**config.mk**
```make
export PLATFORM = sky130hd
export DESIGN_NAME = program_sequencer_flat
export DESIGN_NICKNAME = d
export VERILOG_FILES = /design/src/rtl/program_sequencer_if.sv /design/src/rtl/program_sequencer.sv /design/src/flat_wrapper.sv
export SDC_FILE = /design/constraint.sdc
export NUM_CORES = 1
export LEC_CHECK = 0
export BUFFER_PORTS_ARGS = -buffer_cell sky130_fd_sc_hd__clkbuf_2
export CELL_PAD_IN_SITES_DETAIL_PLACEMENT = 1
export CELL_PAD_IN_SITES_GLOBAL_PLACEMENT = 2
export CORE_MARGIN = 5
export CORE_UTILIZATION = 28
export CTS_CLUSTER_SIZE = 28
export DETAILED_ROUTE_END_ITERATION = 8
export GPL_ROUTABILITY_DRIVEN = 0
export MAX_ROUTING_LAYER = met4
export PLACE_DENSITY = 0.93
export SLEW_MARGIN = 20
export SYNTH_ARGS = -nofsm -noshare
export SYNTH_HDL_FRONTEND = slang
export SYNTH_SLANG_ARGS = --single-unit
```
**constraint.sdc**
```tcl
create_clock -name clk -period 2.8 [get_ports clk]
set_clock_uncertainty 0.2 [all_clocks]
set_input_delay 0 -clock clk [delete_from_list [all_inputs] [get_ports clk]]
set_output_delay 0 -clock clk [all_outputs]
set_load 0.01 [all_outputs]
```
**src/rtl/program_sequencer_if.sv**
```systemverilog
// Signal bundle between the program sequencer, the decoder and the program loader.
// The slave modport is the sequencer's view; the master modport is the surrounding core's view.
interface program_sequencer_if;
  logic       jmp;
  logic       jmp_nz;
  logic       dont_jmp;
  logic [3:0] ir_nibble;
  logic       load_req;
  logic       ld_valid;
  logic [7:0] ld_data;
  logic       ld_ready;
  logic [7:0] pm_addr;
  logic       pm_we;
  logic [7:0] pm_wdata;
  logic [7:0] pc;
  logic [7:0] from_pc;
  logic       core_reset;

  modport slave (
    input  jmp, jmp_nz, dont_jmp, ir_nibble, load_req, ld_valid, ld_data,
    output ld_ready, pm_addr, pm_we, pm_wdata, pc, from_pc, core_reset
  );

  modport master (
    output jmp, jmp_nz, dont_jmp, ir_nibble, load_req, ld_valid, ld_data,
    input  ld_ready, pm_addr, pm_we, pm_wdata, pc, from_pc, core_reset
  );
endinterface

```
**src/rtl/program_sequencer.sv**
```systemverilog
// Program counter and fetch-address generator with a byte-serial program loader.
// The loader holds the rest of the core in reset and restarts execution at address 0.
module program_sequencer #(
  parameter logic [7:0] LAST_ADDR = 8'hFF
) (
  input logic                  clk,
  input logic                  sync_reset,
  program_sequencer_if.slave   bus
);

  localparam logic [1:0] S_RUN   = 2'd0;
  localparam logic [1:0] S_LOAD  = 2'd1;
  localparam logic [1:0] S_FLUSH = 2'd2;

  logic [1:0] r_state;
  logic [7:0] r_pc;
  logic [7:0] r_from_pc;
  logic [7:0] r_wptr;

  logic [7:0] w_target;
  logic       w_take;
  logic [7:0] w_pm_addr;
  logic       w_pm_we;
  logic       w_ld_ready;
  logic       w_last_write;

  assign w_target = {bus.ir_nibble, 4'h0};
  // The edge that enters LOAD ignores the jump inputs.
  assign w_take = !bus.load_req && (bus.jmp || (bus.jmp_nz && !bus.dont_jmp));
  assign w_last_write = bus.ld_valid && (r_wptr == LAST_ADDR);

  always_comb begin
    w_pm_addr  = r_pc + 8'd1;
    w_pm_we    = 1'b0;
    w_ld_ready = 1'b0;
    if (sync_reset) begin
      w_pm_addr = 8'h00;
    end else begin
      case (r_state)
        S_RUN: begin
          if (w_take) w_pm_addr = w_target;
        end
        S_LOAD: begin
          w_pm_addr  = r_wptr;
          w_pm_we    = bus.ld_valid;
          w_ld_ready = 1'b1;
        end
        default: begin
          w_pm_addr = 8'h00;
        end
      endcase
    end
  end

  always_ff @(posedge clk) begin
    if (sync_reset) begin
      r_state   <= S_RUN;
      r_pc      <= 8'h00;
      r_from_pc <= 8'h00;
      r_wptr    <= 8'h00;
    end else begin
      case (r_state)
        S_RUN: begin
          r_pc <= w_pm_addr;
          if (w_take) r_from_pc <= r_pc;
          if (bus.load_req) begin
            r_state <= S_LOAD;
            r_wptr  <= 8'h00;
          end
        end
        S_LOAD: begin
          if (bus.ld_valid) r_wptr <= r_wptr + 8'd1;
          if (!bus.load_req || w_last_write) r_state <= S_FLUSH;
        end
        default: begin
          // Decoder captures pm[0] during this cycle, so RUN resumes fetching from 1.
          r_pc    <= 8'h00;
          r_state <= S_RUN;
        end
      endcase
    end
  end

  assign bus.pm_addr    = w_pm_addr;
  assign bus.pm_we      = w_pm_we;
  assign bus.pm_wdata   = bus.ld_data;
  assign bus.ld_ready   = w_ld_ready;
  assign bus.pc         = r_pc;
  assign bus.from_pc    = r_from_pc;
  assign bus.core_reset = sync_reset || (r_state != S_RUN);

endmodule

```
**src/flat_wrapper.sv**
```systemverilog
// flat-port wrapper written by rule: the top's interface ports become plain ports
module program_sequencer_flat 
#(
  parameter logic [7:0] LAST_ADDR = 8'hFF
)
  (clk, sync_reset, bus_jmp, bus_jmp_nz, bus_dont_jmp, bus_ir_nibble, bus_load_req, bus_ld_valid, bus_ld_data, bus_ld_ready, bus_pm_addr, bus_pm_we, bus_pm_wdata, bus_pc, bus_from_pc, bus_core_reset);
  program_sequencer_if bus_i ();
  input logic clk;
  input logic sync_reset;
  input wire logic [$bits(bus_i.jmp)-1:0] bus_jmp;
  input wire logic [$bits(bus_i.jmp_nz)-1:0] bus_jmp_nz;
  input wire logic [$bits(bus_i.dont_jmp)-1:0] bus_dont_jmp;
  input wire logic [$bits(bus_i.ir_nibble)-1:0] bus_ir_nibble;
  input wire logic [$bits(bus_i.load_req)-1:0] bus_load_req;
  input wire logic [$bits(bus_i.ld_valid)-1:0] bus_ld_valid;
  input wire logic [$bits(bus_i.ld_data)-1:0] bus_ld_data;
  output wire logic [$bits(bus_i.ld_ready)-1:0] bus_ld_ready;
  output wire logic [$bits(bus_i.pm_addr)-1:0] bus_pm_addr;
  output wire logic [$bits(bus_i.pm_we)-1:0] bus_pm_we;
  output wire logic [$bits(bus_i.pm_wdata)-1:0] bus_pm_wdata;
  output wire logic [$bits(bus_i.pc)-1:0] bus_pc;
  output wire logic [$bits(bus_i.from_pc)-1:0] bus_from_pc;
  output wire logic [$bits(bus_i.core_reset)-1:0] bus_core_reset;
  assign bus_i.jmp = bus_jmp;
  assign bus_i.jmp_nz = bus_jmp_nz;
  assign bus_i.dont_jmp = bus_dont_jmp;
  assign bus_i.ir_nibble = bus_ir_nibble;
  assign bus_i.load_req = bus_load_req;
  assign bus_i.ld_valid = bus_ld_valid;
  assign bus_i.ld_data = bus_ld_data;
  assign bus_ld_ready = bus_i.ld_ready;
  assign bus_pm_addr = bus_i.pm_addr;
  assign bus_pm_we = bus_i.pm_we;
  assign bus_pm_wdata = bus_i.pm_wdata;
  assign bus_pc = bus_i.pc;
  assign bus_from_pc = bus_i.from_pc;
  assign bus_core_reset = bus_i.core_reset;
  program_sequencer #(.LAST_ADDR(LAST_ADDR)) u_core (.clk(clk), .sync_reset(sync_reset), .bus(bus_i));
endmodule
```
; Word-level counts from Yosys, hierarchy flattened
; Cells that the tools add are included.
[word_totals]
regBits = 26
latchBits = 0
ramBits = 0
mem_bits_ro = 0
out_inout_bits = 35
memories = 0
[op_classes]
addsub = 2
multipliers = 0
n_div = 0
magnitude_cmp = 0
eq_ne = 5
shift = 0
muxes = 14
bitwise_logic = 0
reduce_logical = 14
[ops]
columns = operator, count
row1 = $pmux W8 S2, 3
row2 = $mux W8, 4
row3 = $add A8 B1 Y8 const B, 2
row4 = $eq A8 B8 Y1 const B, 1
row5 = $mux W1, 4
row6 = $mux W2, 2
row7 = $ne A2 B2 Y1 const B, 2
row8 = $pmux W2 S2, 1
row9 = $reduce_and A2 Y1, 2
row10 = $reduce_bool A2 Y1, 2
row11 = $logic_and A1 B1 Y1, 3
row12 = $logic_or A1 B1 Y1, 3
row13 = $reduce_and A3 Y1, 1
row14 = $eq A2 B1 Y1 const B, 1
row15 = $logic_not A1 Y1, 2
row16 = $logic_not A2 Y1, 1
row17 = $ne A2 B1 Y1 const B, 1

; Depth between registers and ports, before layout
[depth]
ltp_word = 8
depth_mapped = 5

; Least setup slack after synthesis
; Ideal clock, no wire load.
[synth_timing]
path_type = reg-to-output
from = register u_core.r_state[1]
to = output bus_pm_addr[4]
arrival_time_ns = 1.428
required_time_ns = 2.600
path_slack_ns = 1.172
stages_incl_launch_ff = 6
path_buffers = 1
cell_sequence = dfxtp_1 -> or3_1 -> o21ba_4 -> buf_6 -> nand2_1 -> a31oi_1
[synth_between]
elab_chain_cells = 3
word_cells_on_any_way = 4
[synth_lines]
columns = element, line_no
row1 = "start, declared", program_sequencer.sv:15  ; logic [1:0] r_state;
row2 = "start signal, assigned", program_sequencer.sv:57  ; r_state <= S_RUN;
row3 = "start signal, assigned", program_sequencer.sv:67  ; r_state <= S_LOAD;
row4 = "start signal, assigned", program_sequencer.sv:73  ; if (!bus.load_req || w_last_write) r_state <= S_FLUSH;
row5 = $eq A2 B1 Y1 / $logic_not A2 Y1 (equally long branches), program_sequencer.sv:39  ; case (r_state)
row6 = $pmux W8 S2 *, program_sequencer.sv:39
row7 = $mux W8 *, program_sequencer.sv:36  ; if (sync_reset) begin
row8 = "end, declared", flat_wrapper.sv:18  ; output wire logic [$bits(bus_i.pm_addr)-1:0] bus_pm_addr;
; Mark *: on every way between the ends. The rest lies on a longest branch, timed or not.

; Final worst setup path
[layout_timing]
from = register u_core.r_state[1]
to = register u_core.r_pc[5], in the netlist u_core.bus.pc[5]
[layout_between]
elab_chain_cells = 4
word_cells_on_any_way = 5
[layout_lines]
columns = element, line_no
row1 = $eq A2 B1 Y1 / $logic_not A2 Y1 (equally long branches), "program_sequencer.sv:39, program_sequencer.sv:62"
row2 = $pmux W8 S2, program_sequencer.sv:39
row3 = $mux W8, program_sequencer.sv:36
row4 = $pmux W8 S2, program_sequencer.sv:62  ; case (r_state)
row5 = "end signal, assigned", program_sequencer.sv:64  ; r_pc <= w_pm_addr;
row6 = "end, declared", program_sequencer.sv:16  ; logic [7:0] r_pc;
; Several ways; a longest one is shown, not always the timed one.
; A chain may end at the register's enable or synchronous reset.

==> results by group <==
CTS
  • # H-tree levels: 1
  • Post-CTS setup buffers: 0
  • Hold Buf Count CTS: 19
  • Clk slew on worst S/H paths: 0.10 ns
  • CTS Root Cell: clkbuf_8
  • TritonCTS Buffers: 3
  • Clk buf depth: 2
  • Gates resized, CTS repair: 0
  • CTS Sinks: 26
  • Latest clock arrival within the worst-skew pair: 0.28 ns
  • CTS tree: yes

STA
  • Final period util: 84.5%
  • Setup ws final: 0.433 ns
  • Rel. slew slack: 51.4%
  • Final hold vios: 0
  • Setup_tns: 0 ns
  • Setup Viol. Count Final: 0
  • Final Max Slew Viols: 0
  • Maximum clock frequency: 422 MHz
  • Fin crit period: 2.37 ns
  • Slew @ Worst Pin: 0.709 ns
  • RSZ-0062 raised after global routing: false
  • Hold Slack: 0.0589 ns

Logic synthesis
  • Synth Instances: 170
  • Number of synthesized flops with an enable pin: 0
  • Post-Syn Nets: 191
  • Post-Synth XOR/XNOR Area: 6.99%
  • Syn_area_per_cell: 8.10 um^2
  • #FFs+latches synth: 26
  • Fraction of synthesized area in multiplexers: 0.727%
  • Mapped Area: 1380 um^2
  • Synth warnings: 0
  • Distinct cells, synth: 39
  • Compound-cell area share of the yosys netlist: 21.1%
  • Post-Synth Simple-Gate Area: 24.4%
  • Adder-cell share of the synthesized area: 1.82%
  • Largest family of logic cells by synthesized area: simple AND/OR/NAND/NOR gates
  • Most instantiated cells after synthesis: nand2_1 (32), dfxtp_1 (26), a21oi_1 (17)
  • Asr flop ratio synth: 0%
  • Area contributors post-synth: dfxtp_1 (38%), nand2_1 (8.7%), a21oi_1 (6.2%), xnor2_1 (5.7%), buf_4 (4.4%)
  • Sequential area share after synthesis: 37.8%
  • Leading area contributor after synthesis: dfxtp_1
  • Post-synth top area share: 37.8%
  • Top FF cell, synth: dfxtp_1
  • Most common cell in the netlist: nand2_1

Final layout
  • Multi-input logic area: 758 um^2
  • Design Area, Final: 1820 um^2
  • Final nets: 238
  • FF+latch area: 520 um^2
  • Ant. Diodes: 0
  • Final std cells w/o fill: 283
  • Fin util: 38.2%
  • Synth-to-Final Area Change: 31.9%
  • Layout cells sized above 1: 21.3%
  • Fillers: 601

Job
  • Total of max-cap violations: 0

Setup path
  • Required time worst endpoint: 2.82 ns
  • Worst R2R Setup Slack: 0.43 ns
  • Crit path DAT: 2.39 ns
  • Critical Path Most Common Cell: a21oi_1
  • CP Buf/Inv Count: 1
  • CP Cell Sequence: or3_1, o21ba_4, a21oi_1, a21oi_1, dlygate4sd3_1
  • CP Class: flop to flop
  • Worst Path Max Fanout: 15
  • Worst r2r dst: u_core.bus.pc[5]
  • Crit-path slowest cell: dlygate4sd3_1
  • Type of origin of the critical path: flop
  • Worst setup EP type: flop
  • Worst r2r path cells: 5
  • Crit path max-delay family: compound AO/OA/AOI/OAI gates
  • R2R Path Start: u_core.r_state[1]
  • Crit path largest cell delay: 0.55 ns

Worst hold path
  • Hold endpoint: u_core.bus.from_pc[5]
  • Worst hold path class: input port to flop
  • WHS Path Cells: 4
  • Worst hold start: bus_jmp

Status
  • Status: completed

Routing
  • Vias per cell: 4.88
  • Final wirelength: 4.26 mm
  • Vias: 1382
  • DR iter-0 viols: 58
  • DRT Pass-1 Iters: 4
  • Antenna Nets Post-Route: 0
  • WL/cell: 15.0 um
  • DRC Markers: 0

Global route
  • Met3 usage: 1.46%
  • Busiest grt layer: met2
  • Largest net degree at the start of global routing: 16
  • First-pass GRT wire length: 7.04 mm
  • Gr usage total: 14.2%
  • Initial antenna violation count: 0
  • GRT met1 Usage: 17.9%
  • Grt met2 use: 23.5%
  • Grt ovf: 0
  • Vias in the first global route: 1440

Placement
  • Inst Count DP: 260
  • Post-DP HPWL: 3.02 mm
  • Place WS: 0.824 ns
  • Port Buffer Count: 37
  • Post-Place Cell Area: 1560 um^2

Floorplan
  • Initial core utilization: 29.0%
  • Die Y: 80.1 um
  • Die width: 80.1 um
  • # IOs: 54
  • Row count: 25
  • Die area: 6420 um^2
  • Core area: 4750 um^2

Pwr
  • Worst IR Drop VDD: 0.177 mV
  • Total power: 0.843 mW
  • Pwr per Cell Area: 464 nW/um^2
  • Leakage: 0.698 nW
tightest hold or removal path, delay by kind of cell:
family                 cells  cell delay [ns]
AO/OA/AOI/OAI              2             0.26
AND/OR/NAND/NOR            1             0.12
buffers and inverters      1             0.11
cell families after synthesis:
| logic type | Yosys count |
|---|---|
| xor+xnor | 11 |
| fa+ha+maj | 2 |
| flops | 26 |
| compound gates | 43 |
| mux | 1 |
| simple gates | 71 |
| buf+inv | 16 |
placed cells by master (no fill, tap or decap), types with 2 or more instances in the layout:
cell	count
clkbuf_2	37
nand2_1	32
dfxtp_1	26
dlygate4sd3_1	19
a21oi_1	17
nor2_1	12
xnor2_1	9
o21ai_0	7
nand3_1	6
nor2b_1	4
a22oi_1	4
nand4_1	3
nor4_1	3
clkbuf_8	3
inv_1	2
and3_1	2
or3_1	2
nor3_1	2
a31oi_1	2
a22o_1	2
xor2_1	2
o22ai_1	2
ha_1	2
power by group:
| part | internal (mW) | switching (mW) |
|---|---|---|
| Sequential | 0.380 | 0.0183 |
| Clock | 0.191 | 0.126 |
| Combinational | 0.0572 | 0.0701 |
| Total | 0.628 | 0.215 |
how the worst max path moves through the flow:
stage          slack (ns)  cells past startpoint                to         startpoint
2_1_floorplan        1.17                      5    bus_pm_addr[4]  u_core.r_state[1]
3_3_place_gp         0.84                      4  u_core.bus.pc[6]  u_core.r_state[1]
3_5_place_dp         0.82                      4  u_core.r_wptr[2]  u_core.r_state[0]
4_1_cts              0.44                      5  u_core.bus.pc[5]  u_core.r_state[1]
5_1_grt              0.30                      5  u_core.bus.pc[4]  u_core.r_state[1]
6_report             0.43                      5  u_core.bus.pc[5]  u_core.r_state[1]
metal layers:
layer	wire length (um)	vias to the layer above	share of wire (%)
li1	-	681	-
met1	2010	660	47
met2	2020	37	48
met3	186	4	4.4
met4	39	0	0.92
met5	0	-	0
registers in the layout, indices dropped and copies added (netlist names):
name / count
u_core.r_state: 2
u_core.r_wptr: 8
u_core.bus.from_pc: 8
u_core.bus.pc: 8
cell type report:
type / count / area share [%]
clock buffers: 3 / 2.27
clock inverters: 1 / 1.65
inverters: 2 / 0.413
multi-input cells: 128 / 41.7
flip-flops and latches: 26 / 28.7
well taps: 67 / 4.61
repair buffers: 56 / 20.7
(Power assumes the default switching activity.)
